[config.mk]
export PLATFORM = sky130hd
export DESIGN_NAME = pw_mem_responder
export DESIGN_NICKNAME = d
export VERILOG_FILES = /design/src/rtl/pw_mem_responder.sv
export SDC_FILE = /design/constraint.sdc
export NUM_CORES = 1
export LEC_CHECK = 0
export CORE_ASPECT_RATIO = 0.8
export CORE_MARGIN = 3
export CORE_UTILIZATION = 25
export DETAILED_ROUTE_END_ITERATION = 12
export PLACE_DENSITY = 0.5
export SLEW_MARGIN = 20
export SYNTH_ARGS = -nofsm -noshare
export SYNTH_HDL_FRONTEND = slang
export SYNTH_SLANG_ARGS = --single-unit
[constraint.sdc]
create_clock -name clock -period 4.2 [get_ports clock]
set_input_delay 0.84 -clock clock [delete_from_list [all_inputs] [get_ports clock]]
set_output_delay 0.84 -clock clock [all_outputs]
set_load 0.005 [all_outputs]
[src/rtl/pw_mem_responder.sv]
// Page-walker PTE-read responder: round-robin arbitration onto one in-order memory
// read port, with an outstanding-read FIFO that routes and generation-filters responses.
module pw_mem_responder #(
    parameter int NUM_PW  = 2,
    parameter int PADDR_W = 56,
    parameter int DEPTH   = 4,
    localparam int ID_W   = (NUM_PW > 1) ? $clog2(NUM_PW) : 1,
    localparam int PTR_W  = (DEPTH > 1) ? $clog2(DEPTH) : 1,
    localparam int CNT_W  = $clog2(DEPTH + 1)
) (
    input  logic                clock,
    input  logic                reset,
    input  logic [NUM_PW-1:0]   req_valid,
    input  logic [PADDR_W-1:0]  req_paddr      [NUM_PW],
    input  logic [31:0]         req_generation [NUM_PW],
    output logic [NUM_PW-1:0]   req_accepted,
    output logic                noroom,
    output logic                res_valid,
    output logic [ID_W-1:0]     res_id,
    output logic [63:0]         res_data,
    output logic                res_error,
    input  logic [31:0]         generation,
    output logic                mem_req_valid,
    output logic [PADDR_W-1:0]  mem_req_addr,
    input  logic                mem_req_ready,
    input  logic                mem_res_valid,
    input  logic [63:0]         mem_res_data,
    input  logic                mem_res_error,
    output logic                protocol_err
);

    logic [ID_W-1:0]  rr_q, rr_d;
    logic [ID_W-1:0]  winner;
    logic             accept;
    logic             pop;
    logic             stray;
    logic [PTR_W-1:0] wr_q, wr_d;
    logic [PTR_W-1:0] rd_q, rd_d;
    logic [CNT_W-1:0] count_q, count_d;

    logic [ID_W-1:0]  fifo_id_q  [DEPTH];
    logic [31:0]      fifo_gen_q [DEPTH];

    logic             res_valid_q;
    logic [ID_W-1:0]  res_id_q;
    logic [63:0]      res_data_q;
    logic             res_error_q;
    logic             protocol_err_q;

    function automatic logic [PTR_W-1:0] ptr_inc(input logic [PTR_W-1:0] p);
        return (p == PTR_W'(DEPTH - 1)) ? '0 : p + 1'b1;
    endfunction

    // First valid requester at or after rr_q, wrapping modulo NUM_PW.
    always_comb begin
        int  idx;
        logic found;
        idx    = 0;
        found  = 1'b0;
        winner = rr_q;
        for (int k = 0; k < NUM_PW; k++) begin
            idx = int'(rr_q) + k;
            if (idx >= NUM_PW) begin
                idx = idx - NUM_PW;
            end
            if (!found && req_valid[idx]) begin
                found  = 1'b1;
                winner = ID_W'(idx);
            end
        end
    end

    assign noroom        = (count_q == CNT_W'(DEPTH));
    assign mem_req_valid = (|req_valid) && !noroom;
    assign mem_req_addr  = req_paddr[winner] & ~PADDR_W'(7);
    assign accept        = mem_req_valid && mem_req_ready;

    for (genvar gi = 0; gi < NUM_PW; gi++) begin : g_accept
        assign req_accepted[gi] = accept && (winner == ID_W'(gi));
    end

    // Responses with nothing outstanding are never popped; they only flag an error.
    assign pop   = mem_res_valid && (count_q != '0);
    assign stray = mem_res_valid && (count_q == '0);

    always_comb begin
        rr_d    = rr_q;
        wr_d    = wr_q;
        rd_d    = rd_q;
        count_d = count_q + CNT_W'(accept) - CNT_W'(pop);
        if (accept) begin
            rr_d = (winner == ID_W'(NUM_PW - 1)) ? '0 : winner + 1'b1;
            wr_d = ptr_inc(wr_q);
        end
        if (pop) begin
            rd_d = ptr_inc(rd_q);
        end
    end

    always_ff @(posedge clock or posedge reset) begin
        if (reset) begin
            rr_q    <= '0;
            wr_q    <= '0;
            rd_q    <= '0;
            count_q <= '0;
        end else begin
            rr_q    <= rr_d;
            wr_q    <= wr_d;
            rd_q    <= rd_d;
            count_q <= count_d;
        end
    end

    // Entry storage carries no reset; validity is tracked by the pointers and count.
    always_ff @(posedge clock) begin
        if (accept) begin
            fifo_id_q[wr_q]  <= winner;
            fifo_gen_q[wr_q] <= req_generation[winner];
        end
    end

    always_ff @(posedge clock or posedge reset) begin
        if (reset) begin
            res_valid_q    <= 1'b0;
            res_id_q       <= '0;
            res_data_q     <= '0;
            res_error_q    <= 1'b0;
            protocol_err_q <= 1'b0;
        end else begin
            res_valid_q    <= pop && (fifo_gen_q[rd_q] == generation);
            protocol_err_q <= protocol_err_q | stray;
            if (pop) begin
                res_id_q    <= fifo_id_q[rd_q];
                res_data_q  <= mem_res_data;
                res_error_q <= mem_res_error;
            end
        end
    end

    assign res_valid    = res_valid_q;
    assign res_id       = res_id_q;
    assign res_data     = res_data_q;
    assign res_error    = res_error_q;
    assign protocol_err = protocol_err_q;

endmodule

* Word-level counts from Yosys, hierarchy flattened *
Memory sizes are Yosys's and may differ from the RTL's. A register that Yosys moved wholly into a read port is not among the register bits.
Cells that the tools add are included.

cells by class
  $add $sub $neg = 8
  order comparisons = 5
  eq/ne operators = 4
  muxes and demuxes = 22
  bitwise operators = 3
  reductions and logical operators = 13

operators with widths
  operator               count
  $mux W56               3
  $mux W32               5
  $lt A32 B3 Y1 const B  2
  $eq A32 B32 Y1         1
  $mux W1                12
  $logic_and A1 B1 Y1    8
  $add A2 B1 Y2 const B  2
  $eq A2 B2 Y1 const B   2
  $ge A2 B2 Y1 const B   2
  $mux W2                2
  $add A3 B1 Y3          1
  $eq A3 B3 Y1 const B   1
  $logic_not A3 Y1       1
  $reduce_bool A3 Y1     1
  $sub A1 B2 Y3 const B  1
  $sub A2 B2 Y3 const B  1
  $sub A3 B1 Y3          1
  $add A1 B1 Y2 const B  1
  $ge A1 B2 Y1 const B   1
  $logic_not A1 Y1       2
  $not A1 Y2             1
  $reduce_or A2 Y1       1
  $add A1 B1 Y1 const B  1
  $not A1 Y1             1
  $or A1 B1 Y1           1

word-level totals
  flip-flop bits (word level) = 75
  RAM bits = 132
  input port bits = 279
  output and inout bits = 128
  logic and storage cells = 65
  memories = 2

memories
  name        depth  bits a word  read ports  clocked after memory_dff  wr ports  line  text
  fifo_gen_q  4      32           1           0                         1         42    logic [31:0] fifo_gen_q [DEPTH];
  fifo_id_q   4      1            1           1                         1         41    logic [ID_W-1:0] fifo_id_q [DEPTH];

* Longest topological paths before layout *
Gate-level depths: netlist of the first run.

  word-level depth = 13
  gate-level depth with buffers = 11

* Least setup slack after synthesis of the first run *
Ideal clock, no wire load.

  kind = input port to output port
  from = input port req_valid[1]
  to = output port mem_req_addr[10]
  arrival = 1.893 ns
  path slack = 1.467 ns
  stages = 4
  buffers on the path = 1
  cell sequence = nor2_1 > o21ai_1 > clkbuf_1 > mux2_2

on the way
  word-level cells in the longest chain between the ends = 11
  elaborated cells on any way between the ends = 15

ends and longest elaborated chain
  what                                             line  text
  from (decl)                                      13    input logic [NUM_PW-1:0] req_valid,
  $mux W1 (implied by the code) (3 in a row)       66    if (!found && req_valid[idx]) begin
  $mux W1                                          66
  $logic_not A1 Y1                                 66
  $logic_and A1 B1 Y1                              66
  $mux W1 (*)                                      66
  $not A1 Y2 (implied by the code) (*)             75    assign mem_req_addr = req_paddr[winner] & ~PADDR_W'(7);
  $mux W56 (implied by the code) (*) (3 in a row)  75
  to (decl)                                        24    output logic [PADDR_W-1:0] mem_req_addr,

Every way passes the cells marked *; elsewhere a longest branch is shown, timed or not. The select of a mux whose other input is x is not followed.

* Final worst setup path of the first run *
  from = input port req_valid[1]
  to = output port mem_req_addr[7]

The elaborated chain is that of the path after synthesis.

==> impl_metrics.json, run 1 <==
{
  "ys_dominant_reg_cell": "edfxtp_1",
  "timing.final.setup_violations": 0,
  "tightest_slew_ns": 0.798,
  "antenna_found_initial": 1,
  "final_common_cell": "clkdlybuf4s50_1",
  "drv_slew": 0,
  "numPortBuffers": 397,
  "syn-mean-instance-area_um2": 14.1,
  "ys_top_cells_by_area": "edfxtp_1, dfrtp_1, mux2_2",
  "setup_tns_ns": 0,
  "cts_resized": 0,
  "ant_nets": 0,
  "postSynthCellCount": 656,
  "cts_tree": "done",
  "min_path_cells": 1,
  "clockBufferDepth": 3,
  "clock-root-buffer": "clkbuf_16",
  "skew_ns": 0.0143,
  "routed_wl_mm": 29.5,
  "finalHoldViolCount": 0,
  "reg2reg_slack_ns": 1.25,
  "cp.required_ns": 3.36,
  "dpl.hpwl_mm": 22.2,
  "antennaDiodeCount": 0,
  "end_kind": "primary output",
  "post-route-util_pct": 40.6,
  "min_period_ns": 3.84,
  "gp_congestion": 0.753,
  "core.rowCount": 62,
  "power_leakage_nw": 5.68,
  "seq_area_frac_synth_pct": 63.5,
  "period_share_pct": 91.4,
  "core-area_mm2": 0.0361,
  "hold_path_class": "flop to flop",
  "rsz0062_at_grt": "false",
  "area.growth.synth_to_final_pct": 58.9,
  "fillCellCount": 3472,
  "vias": 6590,
  "arrival_ns": 3.00,
  "rr_worst_depth": 5,
  "final_net_count": 1353,
  "final_cell_mix": "clkdlybuf4s50_1, nand2_1, edfxtp_1, mux2_2, dfrtp_1",
  "clock_sinks": 208,
  "dr.first_iter.drc_count": 184,
  "irDropWorstVdd_uv": 300,
  "clk_pin_slew_ns": 0.06,
  "grt_first_pass_wirelength_mm": 43.1,
  "gr-total-overflow": 0,
  "status": "complete, no violations",
  "ys_warn_count": 0,
  "r2r-end": "res_valid",
  "hold_buffers": 0,
  "cts_htree_levels": 1,
  "crit_type": "primary input to primary output",
  "ys_types": 36,
  "grt_max_degree": 71,
  "ios": 407,
  "drc": 0,
  "synth_top_area_share_pct": 42.9,
  "wl_per_cell_um": 18.9,
  "netlist_area_mm2": 0.00924,
  "synth_top_cell_by_area": "edfxtp_1",
  "r2r_start": "rd_q[0]",
  "cellPowerDensity_mw_per_mm2": 539,
  "clk-insertion-delay-late_ns": 0.51,
  "numCtsBuffers": 24,
  "min_to": "protocol_err",
  "post_cts_buffers": 0,
  "worstHoldStart": "protocol_err",
  "fmax_mhz": 260,
  "die_x_um": 221,
  "drv_cap": 0,
  "synth_edf_count": 132,
  "via_per_inst": 4.22,
  "ys_ff_latch": 208,
  "start_util_pct": 25.6,
  "max-slew-margin-rel_pct": 46.8,
  "grt_pass1_vias": 7106,
  "layout-drive-gt1-share_pct": 16.4,
  "chipHeight_um": 178,
  "startpoint_type": "primary input",
  "crit_fanout": 21,
  "drt_pass1_iterations": 4,
  "dieArea_mm2": 0.0393,
  "async_reset_ff_share_pct": 36.5,
  "track_usage_pct": 14.3
}
[flip-flops by register name, indices dropped and copies added (netlist names)]
signal	count
res_id	1
fifo_id_q	4
protocol_err	1
res_data	64
rd_q	2
res_error	1
rr_q	1
wr_q	2
fifo_gen_q	128
count_q	3
res_valid	1
[per-layer routing]
metal | track usage [%] | vias to the layer above | share of wire (%)
li1 | - | 3146 | -
met1 | 16.4 | 3179 | 39
met2 | 27.2 | 223 | 54
met3 | 2.93 | 42 | 4.9
met4 | 3.75 | 0 | 2.6
met5 | 0 | - | 0
[area by class of cell]
cell class | count | area, um2 | share of cell area, %
inverters | 10 | 38.8 | 0.264
well taps | 480 | 601 | 4.09
clock inverters | 14 | 201 | 1.37
multi-input cells | 405 | 3180 | 21.7
flip-flops and latches | 208 | 5870 | 39.9
clock buffers | 28 | 637 | 4.34
repair buffers | 417 | 4160 | 28.3
[power breakdown]
part / switching, W / total (W) / internal (W)
Sequential: 0.000254 / 0.00297 / 0.00271
Combinational: 0.00118 / 0.00274 / 0.00157
Clock: 0.000813 / 0.00220 / 0.00139
[kinds of logic (layout without fill, tap and decap cells)]
family,after synthesis,in the layout,synth area share (%)
AO/OA/AOI/OAI,10,10,0.704
AND/OR/NAND/NOR,229,229,10.0
other,1,3,0.0406
adder cells (fa/ha/maj),8,8,1.16
flip-flops,208,208,63.5
buffers and inverters,45,469,2.38
XOR/XNOR,32,32,3.03
multiplexers,123,123,19.2
[through the flow]
stage / hold WS (ns) / setup slack, ns / cells / power [W] / instance area (um2)
2_1_floorplan: 0.451 / 1.42 / 658 / 0.00441 / 9250
3_3_place_gp: 0.447 / 0.340 / 1520 / 0.00579 / 13900
3_5_place_dp: 0.455 / 0.333 / 1520 / 0.00582 / 13900
4_1_cts: 0.469 / 0.315 / 1562 / 0.00808 / 14700
5_1_grt: 0.478 / 0.256 / 1562 / 0.00839 / 14700
6_report: 0.463 / 0.361 / 1562 / 0.00791 / 14700
[Yosys cell counts (2+ instances only)]
| cell | number |
|---|---|
| a21o_1 | 2 |
| a21oi_1 | 2 |
| and3_1 | 5 |
| buf_1 | 3 |
| buf_2 | 4 |
| buf_4 | 4 |
| buf_6 | 2 |
| clkbuf_1 | 21 |
| dfrtp_1 | 76 |
| edfxtp_1 | 132 |
| ha_1 | 7 |
| inv_1 | 10 |
| mux2_2 | 86 |
| mux2i_1 | 5 |
| mux4_1 | 9 |
| mux4_2 | 23 |
| nand2_1 | 202 |
| nand4_1 | 2 |
| nor2_1 | 7 |
| nor3_1 | 2 |
| nor4_1 | 4 |
| nor4_2 | 3 |
| o21ai_0 | 2 |
| xnor2_1 | 6 |
| xor2_1 | 26 |
[how the worst max path moves through the flow]
| stage | start | slack (ns) | to |
|---|---|---|---|
| 2_1_floorplan | reset | 1.42 | count_q[0] |
| 5_1_grt | req_valid[1] | 0.26 | mem_req_addr[7] |
| 4_1_cts | req_valid[1] | 0.31 | mem_req_addr[7] |
| 3_3_place_gp | req_valid[1] | 0.34 | mem_req_addr[6] |
| 3_5_place_dp | req_valid[1] | 0.33 | mem_req_addr[7] |
| 6_report | req_valid[1] | 0.36 | mem_req_addr[7] |
[worst max-delay path: stages]
cell	delay, ns
clkdlybuf4s50_1	0.49
nor2_1	0.08
o21ai_4	0.51
buf_12	0.25
mux2_2	0.34
clkdlybuf4s50_1	0.47
Power figures use the tool's default switching activity.
==> inputs of run 2 (changes only) <==
- CORE_AREA: unset -> 3 3 157 159
- CORE_ASPECT_RATIO: 0.8 -> unset
- CORE_MARGIN: 3 -> unset
- CORE_UTILIZATION: 25 -> unset
- DIE_AREA: unset -> 0 0 160 162
- PLACE_DENSITY: 0.5 -> 0.74
==> run 2 against run 1 <==
Compared with the run above:
- worst hold slack better by 0.0055 ns
- core utilization up 21 points
- setup slack better by 0.12 ns
- count of clock-buffer cells in the layout unchanged
- sequential power about the same
- maximum frequency up 3.2%
- critical path depth unchanged
- clock skew down 0.0059 ns
- die area down 34%
- total power down 4.4%
- flip-flop and latch count unchanged
- combinational power down 2%
- largest power group unchanged
==> impl_metrics.json, run 2 (synthesis gave the netlist of run 1 again) <==
{
  "area.growth.synth_to_final_pct": 54.9,
  "status": "complete, no violations",
  "cts_htree_levels": 1,
  "p_sw_share_pct": 28.5,
  "numPortBuffers": 397,
  "hold_path_class": "flop to flop",
  "clock_sinks": 208,
  "clock-root-buffer": "clkbuf_16",
  "p_total_w": 0.00757,
  "final_cell_mix": "clkdlybuf4s50_1, nand2_1, edfxtp_1, mux2_2, dfrtp_1",
  "antenna_found_initial": 1,
  "final_common_cell": "clkdlybuf4s50_1",
  "rsz0062_at_grt": "false",
  "die_x_um": 160,
  "clockPowerShare_pct": 25.1,
  "cts_tree": "done",
  "arrival_ns": 2.88,
  "layout-drive-gt1-share_pct": 15.9,
  "period_share_pct": 88.6,
  "routed_wl_mm": 27.7,
  "drv_cap": 0,
  "gp_congestion": 0.820,
  "regMostFlops": "fifo_gen_q",
  "wl_per_cell_um": 19.9,
  "core.rowCount": 56,
  "startpoint_type": "primary input",
  "timing.final.setup_violations": 0,
  "cellPowerDensity_mw_per_mm2": 528,
  "grt_max_degree": 74,
  "via_per_inst": 4.72,
  "drt_pass1_iterations": 4,
  "drv_slew": 0,
  "ios": 407,
  "gr-total-overflow": 0,
  "p_int_w": 0.00541,
  "end_kind": "primary output",
  "fmax_mhz": 269,
  "post-route-util_pct": 61.2,
  "clk-insertion-delay-late_ns": 0.49,
  "cp.required_ns": 3.36,
  "skew_ns": 0.00832,
  "seq_power_share_pct": 39.4,
  "start_util_pct": 39.5,
  "min_period_ns": 3.72,
  "core-area_mm2": 0.0234,
  "cts_resized": 0,
  "grt_first_pass_wirelength_mm": 41.1,
  "irDropWorstVdd_uv": 270,
  "drc": 0,
  "reg2reg_slack_ns": 1.42,
  "combPwrFrac_pct": 35.5,
  "crit_path_top_delay_cell": "clkdlybuf4s50_1",
  "largest_reg_flops": 128,
  "max-slew-margin-rel_pct": 40.1,
  "dpl.hpwl_mm": 20.9,
  "clockBufferDepth": 3,
  "vias": 6570,
  "switching_power_w": 0.00216,
  "grt_pass1_vias": 7042,
  "dieArea_mm2": 0.0259,
  "clk_pin_slew_ns": 0.05,
  "post_cts_buffers": 0,
  "crit_path_cell_trace": "clkdlybuf4s50_1, nor2_1, o21ai_4, buf_12, mux2_2, clkdlybuf4s50_1",
  "hold_buffers": 0,
  "crit_fanout": 73,
  "critPathMaxStageDelay_ns": 0.50,
  "numCtsBuffers": 22,
  "power_leakage_nw": 5.61,
  "chipHeight_um": 162,
  "instances_no_fill": 1393,
  "dr.first_iter.drc_count": 429,
  "setup_tns_ns": 0,
  "dp.cells": 1355,
  "final_net_count": 1347,
  "finalHoldViolCount": 0,
  "ant_nets": 0,
  "crit_type": "primary input to primary output",
  "track_usage_pct": 20.6,
  "crit_top_cell": "clkdlybuf4s50_1",
  "tightest_slew_ns": 0.898
}
==> run 2: area by class of cell <==
class,instances,area [um2]
diodes,1,2.50
fillers,1869,9080
flip-flops and latches,208,5870
multi-input cells,405,3180
well taps,319,399
clock buffers,28,614
clock inverters,9,97.6
repair buffers,413,4120
inverters,10,37.5
==> run 2: worst max-delay path: cells and delay by family <==
| kind | cells | cell delay, ns |
|---|---|---|
| AO/OA/AOI/OAI | 1 | 0.19 |
| buffers and inverters | 3 | 1.31 |
| multiplexers | 1 | 0.39 |
| AND/OR/NAND/NOR | 1 | 0.08 |
==> run 2: path summary, 6_finish.rpt <==
check / startpoint / endpoint / depth (start not counted)
setup reg to reg: rd_q[0] / res_valid / 5
min in group asynchronous: reset / res_data[45] / 2
setup / recovery: req_valid[1] / mem_req_addr[4] / 6
hold / removal: protocol_err / protocol_err / 1
max in group asynchronous: reset / res_data[5] / 3
hold reg to reg: protocol_err / protocol_err / 1
==> run 2: power groups by stage <==
stage | registers [W] | clock network (W) | logic [W]
after detailed placement | 0.00302 | 0 | 0.00272
final | 0.00298 | 0.00190 | 0.00268
after global routing | 0.00304 | 0.00202 | 0.00291
after global placement | 0.00300 | 0 | 0.00267
after floorplan | 0.00292 | 0 | 0.00148
after CTS | 0.00299 | 0.00195 | 0.00273
==> run 2: stage by stage <==
step / instance area [um2] / hold slack [ns] / setup WS [ns]
3_5_place_dp: 13600 / 0.461 / 0.488
5_1_grt: 14300 / 0.493 / 0.420
4_1_cts: 14300 / 0.476 / 0.484
2_1_floorplan: 9250 / 0.451 / 1.42
6_report: 14300 / 0.468 / 0.480
3_3_place_gp: 13600 / 0.446 / 0.509
==> run 2: per-layer routing <==
metal  GRT usage, %  up-vias  share of wire [%]
li1               -     3130                  -
met1           24.7     3173                 38
met2           37.8      236                 54
met3           4.49       31                6.3
met4           4.85        0                1.8
met5              0        -                  0
==> inputs of run 3 (changes only) <==
- CORE_AREA: 3 3 157 159 -> 3 3 155 157
- DIE_AREA: 0 0 160 162 -> 0 0 158 160
- PLACE_DENSITY: 0.74 -> 0.75
==> run 3 against run 2 <==
Compared with the run above:
- non-clock buffer count is 3 higher
- sequential share of layout area fell by 0.11 points
- via count grew 1.9%
- setup slack gained 0.075 ns
- total power increased by 1.6%
- combinational power is essentially flat
- sequential power hardly changed
- global-route usage grew 0.80 points
- final cell count shrank 1.7%
- routed wire length about the same
- first-iteration DRC count rose by 4.2%
- cell area grew 0.28%
- largest cell class unchanged
==> impl_metrics.json, run 3 (synthesis gave the netlist of run 1 again) <==
{
  "grt_max_degree": 71,
  "r2r-end": "res_valid",
  "finalHoldViolCount": 0,
  "min_period_ns": 3.64,
  "clk-insertion-delay-late_ns": 0.49,
  "ant_nets": 0,
  "place_area_mm2": 0.0136,
  "wl_per_cell_um": 20.2,
  "dr.first_iter.drc_count": 447,
  "regMostFlops": "fifo_gen_q",
  "dpl.hpwl_mm": 21.0,
  "tightest_slew_ns": 0.748,
  "setup_tns_ns": 0,
  "grt_first_pass_wirelength_mm": 40.9,
  "ios": 407,
  "end_kind": "primary output",
  "fin_hold_ws_ns": 0.454,
  "fillCellCount": 1741,
  "seq_power_share_pct": 39.0,
  "p_int_w": 0.00550,
  "drt_pass1_iterations": 4,
  "path_depth": 6,
  "final_common_cell": "clkdlybuf4s50_1",
  "vias": 6693,
  "switching_power_w": 0.00219,
  "timing.final.setup_violations": 0,
  "p_sw_share_pct": 28.4,
  "crit_start": "req_valid[1]",
  "clockPowerShare_pct": 26.2,
  "gr-total-overflow": 0,
  "crit_top_cell": "clkdlybuf4s50_1",
  "largest_reg_flops": 128,
  "cp_num_buf_inv": 3,
  "start_util_pct": 40.8,
  "critPathTopFamily": "buffers and inverters",
  "stdcell_area_mm2": 0.0144,
  "area.growth.synth_to_final_pct": 55.4,
  "antenna_found_initial": 5,
  "chipHeight_um": 160,
  "cp.required_ns": 3.36,
  "instances_no_fill": 1369,
  "final_net_count": 1350,
  "clk_pin_slew_ns": 0.06,
  "track_usage_pct": 21.4,
  "r2r_start": "rd_q[0]",
  "crit_fanout": 20,
  "combPwrFrac_pct": 34.8,
  "crit_path_cell_trace": "clkdlybuf4s50_1, nor2_1, o21ai_4, buf_4, mux2_2, clkdlybuf4s50_1",
  "layout-drive-gt1-share_pct": 16.6,
  "dp.cells": 1324,
  "power_leakage_nw": 5.65,
  "irDropWorstVdd_uv": 253,
  "clockBufferDepth": 3,
  "post_cts_buffers": 0,
  "clock_sinks": 208,
  "routed_wl_mm": 27.7,
  "drv_slew": 0,
  "cts_htree_levels": 1,
  "crit_path_top_delay_cell": "clkdlybuf4s50_1",
  "skew_ns": 0.00731,
  "arrival_ns": 2.80,
  "cts_tree": "done",
  "crit_type": "primary input to primary output",
  "grt_pass1_vias": 7069,
  "rr_worst_depth": 6,
  "drv_cap": 0,
  "via_per_inst": 4.89,
  "final_cell_mix": "clkdlybuf4s50_1, nand2_1, edfxtp_1, mux2_2, dfrtp_1",
  "rsz0062_at_grt": "false",
  "cellPowerDensity_mw_per_mm2": 535,
  "dieArea_mm2": 0.0253,
  "die_x_um": 158,
  "status": "complete, no violations",
  "numPortBuffers": 397,
  "startpoint_type": "primary input",
  "cts_resized": 0,
  "p_total_w": 0.00769,
  "hold_path_class": "flop to flop",
  "numCtsBuffers": 22,
  "max-slew-margin-rel_pct": 50.2,
  "hold_buffers": 0,
  "critPathMaxStageDelay_ns": 0.50,
  "reg2reg_slack_ns": 1.52,
  "drc": 0,
  "worstSetupEndpoint": "mem_req_addr[27]",
  "core.rowCount": 55,
  "fmax_mhz": 274,
  "core-area_mm2": 0.0226,
  "gp_congestion": 0.893,
  "clock-root-buffer": "clkbuf_16",
  "period_share_pct": 86.8
}
run 3: cell types whose count changed in the layout (fill, tap and decap cells not counted), sizes merged:
cell,before,now
buf,16,19
bufinv,2,3
clkbuf,28,27
clkinv,5,8
diode,1,5
run 3: cell type report:
| type | count | area [um2] | area share (%) |
|---|---|---|---|
| inverters | 10 | 40.0 | 0.279 |
| repair buffers | 416 | 4130 | 28.8 |
| clock inverters | 13 | 151 | 1.05 |
| clock buffers | 27 | 621 | 4.32 |
| multi-input cells | 405 | 3180 | 22.2 |
| well taps | 285 | 357 | 2.48 |
| diodes | 5 | 12.5 | 0.0871 |
| flip-flops and latches | 208 | 5870 | 40.9 |
run 3: how the worst min path moves through the flow:
stage | from | to | slack (ns) | depth (start not counted)
2_1_floorplan | protocol_err | protocol_err | 0.45 | 1
3_3_place_gp | protocol_err | protocol_err | 0.44 | 1
3_5_place_dp | protocol_err | protocol_err | 0.45 | 1
4_1_cts | protocol_err | protocol_err | 0.46 | 1
5_1_grt | res_data[52] | res_data[52] | 0.50 | 2
6_report | protocol_err | protocol_err | 0.45 | 1
run 3: power groups by stage:
stage	registers, W	logic [W]	clock network [W]
after floorplan	0.00292	0.00148	0
after global placement	0.00302	0.00266	0
after detailed placement	0.00304	0.00271	0
after CTS	0.00301	0.00272	0.00206
after global routing	0.00306	0.00292	0.00215
final	0.00300	0.00268	0.00201
run 3: worst register-to-register path: cells and delay by family (launching register included):
kind | cells | cell delay, ns
flip-flops | 1 | 0.76
AND/OR/NAND/NOR | 3 | 0.77
multiplexers | 1 | 0.57
XOR/XNOR | 1 | 0.17
buffers and inverters | 1 | 0.33
run 3: metrics by stage:
| step | setup slack, ns | utilization [%] |
|---|---|---|
| floorplan | 1.42 | - |
| global placement | 0.554 | 60.0 |
| detailed placement | 0.567 | 60.0 |
| CTS | 0.553 | 63.4 |
| global route | 0.481 | 63.4 |
| finish | 0.556 | 63.4 |
run 3: per-layer routing:
layer	share of wire [%]	GRT usage (%)	wire [um]	vias to the layer above
met5	0	0	0	-
li1	-	-	-	3146
met3	6.1	4.20	1680	31
met2	54	38.3	14900	270
met1	38	25.9	10500	3246
met4	1.9	6.34	513	0
==> patch: new RTL, flow settings as in run 3 <==
Change the parameter `DEPTH` from 4 to 2.
--- a/src/rtl/pw_mem_responder.sv
+++ b/src/rtl/pw_mem_responder.sv
@@ -3,7 +3,7 @@
 module pw_mem_responder #(
     parameter int NUM_PW  = 2,
     parameter int PADDR_W = 56,
-    parameter int DEPTH   = 4,
+    parameter int DEPTH   = 2,
     localparam int ID_W   = (NUM_PW > 1) ? $clog2(NUM_PW) : 1,
     localparam int PTR_W  = (DEPTH > 1) ? $clog2(DEPTH) : 1,
     localparam int CNT_W  = $clog2(DEPTH + 1)
Formal check against the unedited RTL: not equivalent (Yosys sat finds a counterexample within 4 cycles, from zero or initial values and one cycle with reset high).
==> patch against run 3 <==
  * Worst setup slack worse by 0.12 ns
  * Wire length fell by 17%
  * Combinational power is 8.6% lower
  * Total power is 21% lower
  * Final area is 21% lower
  * Sequential cell count shrank 69
  * Synthesized area down 30%
  * Largest power group is now combinational cells
==> patch: results <==
INSERT INTO impl_metrics (metric_group, metric, value, unit) VALUES
('logic_synthesis', 'synth.area.mux_share', '19.8', '%'),
('logic_synthesis', 'synth.cells.most_frequent', 'nand2_1 (197), mux2_2 (85), dfrtp_1 (73)', ''),
('cts', 'cts_inserted_buffers', '17', ''),
('routing', 'post_drt_wl_per_cell', '18.4', 'um'),
('status', 'status', 'finished, final reports clean', ''),
('cells_and_area', 'n_antenna_cell', '7', ''),
('worst_hold_path', 'hold_start', 'res_data[24]', ''),
('cells_and_area', 'n_clock_buffer', '19', ''),
('critical_path', 'r2r_cells', '5', ''),
('worst_hold_path', 'whs_endpoint', 'res_data[24]', ''),
('cells_and_area', 'comb.multi_input.count', '381', ''),
('sta', 'skew', '0.00772', 'ns'),
('cells_and_area', 'fin_nets', '1233', ''),
('cells_and_area', 'num-nonclk-inverters', '6', ''),
('power_and_ir_drop', 'leakagePower', '4.63', 'nW'),
('cells_and_area', 'clock_area_share', '4.84', '%'),
('grt', 'grt_pass1_wl', '33600', 'um'),
('place', 'detailedPlacementHpwl', '18300', 'um'),
('critical_path', 'regToRegSetupSlack', '1.74', 'ns'),
('cells_and_area', 'num-fill-cells', '2030', ''),
('critical_path', 'r2r-start', 'rd_q', ''),
('cts', 'clock_buffer_depth', '2', ''),
('critical_path', 'path_max_fanout', '29', ''),
('grt', 'grt_usage', '17.8', '%'),
('grt', 'number_of_global_route_vias_before_repair', '5762', ''),
('cells_and_area', 'non_clock_buffers', '407', ''),
('logic_synthesis', 'post_synth_num_cell_types', '28', '');
[patch: cell count changes after synthesis, moves of 4 or more]
cell	change
nand2_1	-5
xor2_1	-25
ha_1	-5
mux2i_1	+28
inv_1	-4
mux4_2	-23
xnor2_1	+29
clkbuf_1	-4
edfxtp_1	-66
mux4_1	-9
[patch: how the worst max path moves through the flow]
stage,start,to,slack [ns],depth (start not counted)
after floorplan,req_valid[1],fifo_gen_q[0][0],1.16,4
after global placement,req_valid[1],mem_req_addr[12],0.45,5
after detailed placement,req_valid[1],mem_req_addr[12],0.44,5
after CTS,req_valid[1],mem_req_addr[12],0.43,5
after global routing,req_valid[1],mem_req_addr[12],0.36,5
final,req_valid[1],mem_req_addr[12],0.44,5
[patch: metal layers]
metal / track usage (%) / part of all wire, % / up-vias
met5: 0 / 0 / -
met4: 8.84 / 3.7 / 0
met3: 4.99 / 6.1 / 42
met2: 31.3 / 54 / 219
met1: 19.5 / 36 / 2538
li1: - / - / 2666
[patch: critical path, cell delays in order]
cell             delay (ns)
clkdlybuf4s50_1        0.50
maj3_4                 0.46
buf_4                  0.29
mux2_2                 0.35
clkdlybuf4s50_1        0.47
[patch: report_power, final]
group	switching [W]	internal [W]	total (W)
Combinational	0.000989	0.00146	0.00245
Clock	0.000585	0.000792	0.00138
Sequential	0.000295	0.00192	0.00221
Total	0.00187	0.00417	0.00604
[patch: stage by stage]
step	area [um^2]	total power (W)	cells
after floorplan	6520	0.00332	556
after global placement	10800	0.00467	1218
after detailed placement	10800	0.00473	1218
after CTS	11300	0.00614	1250
after global routing	11400	0.00640	1257
final	11400	0.00604	1257
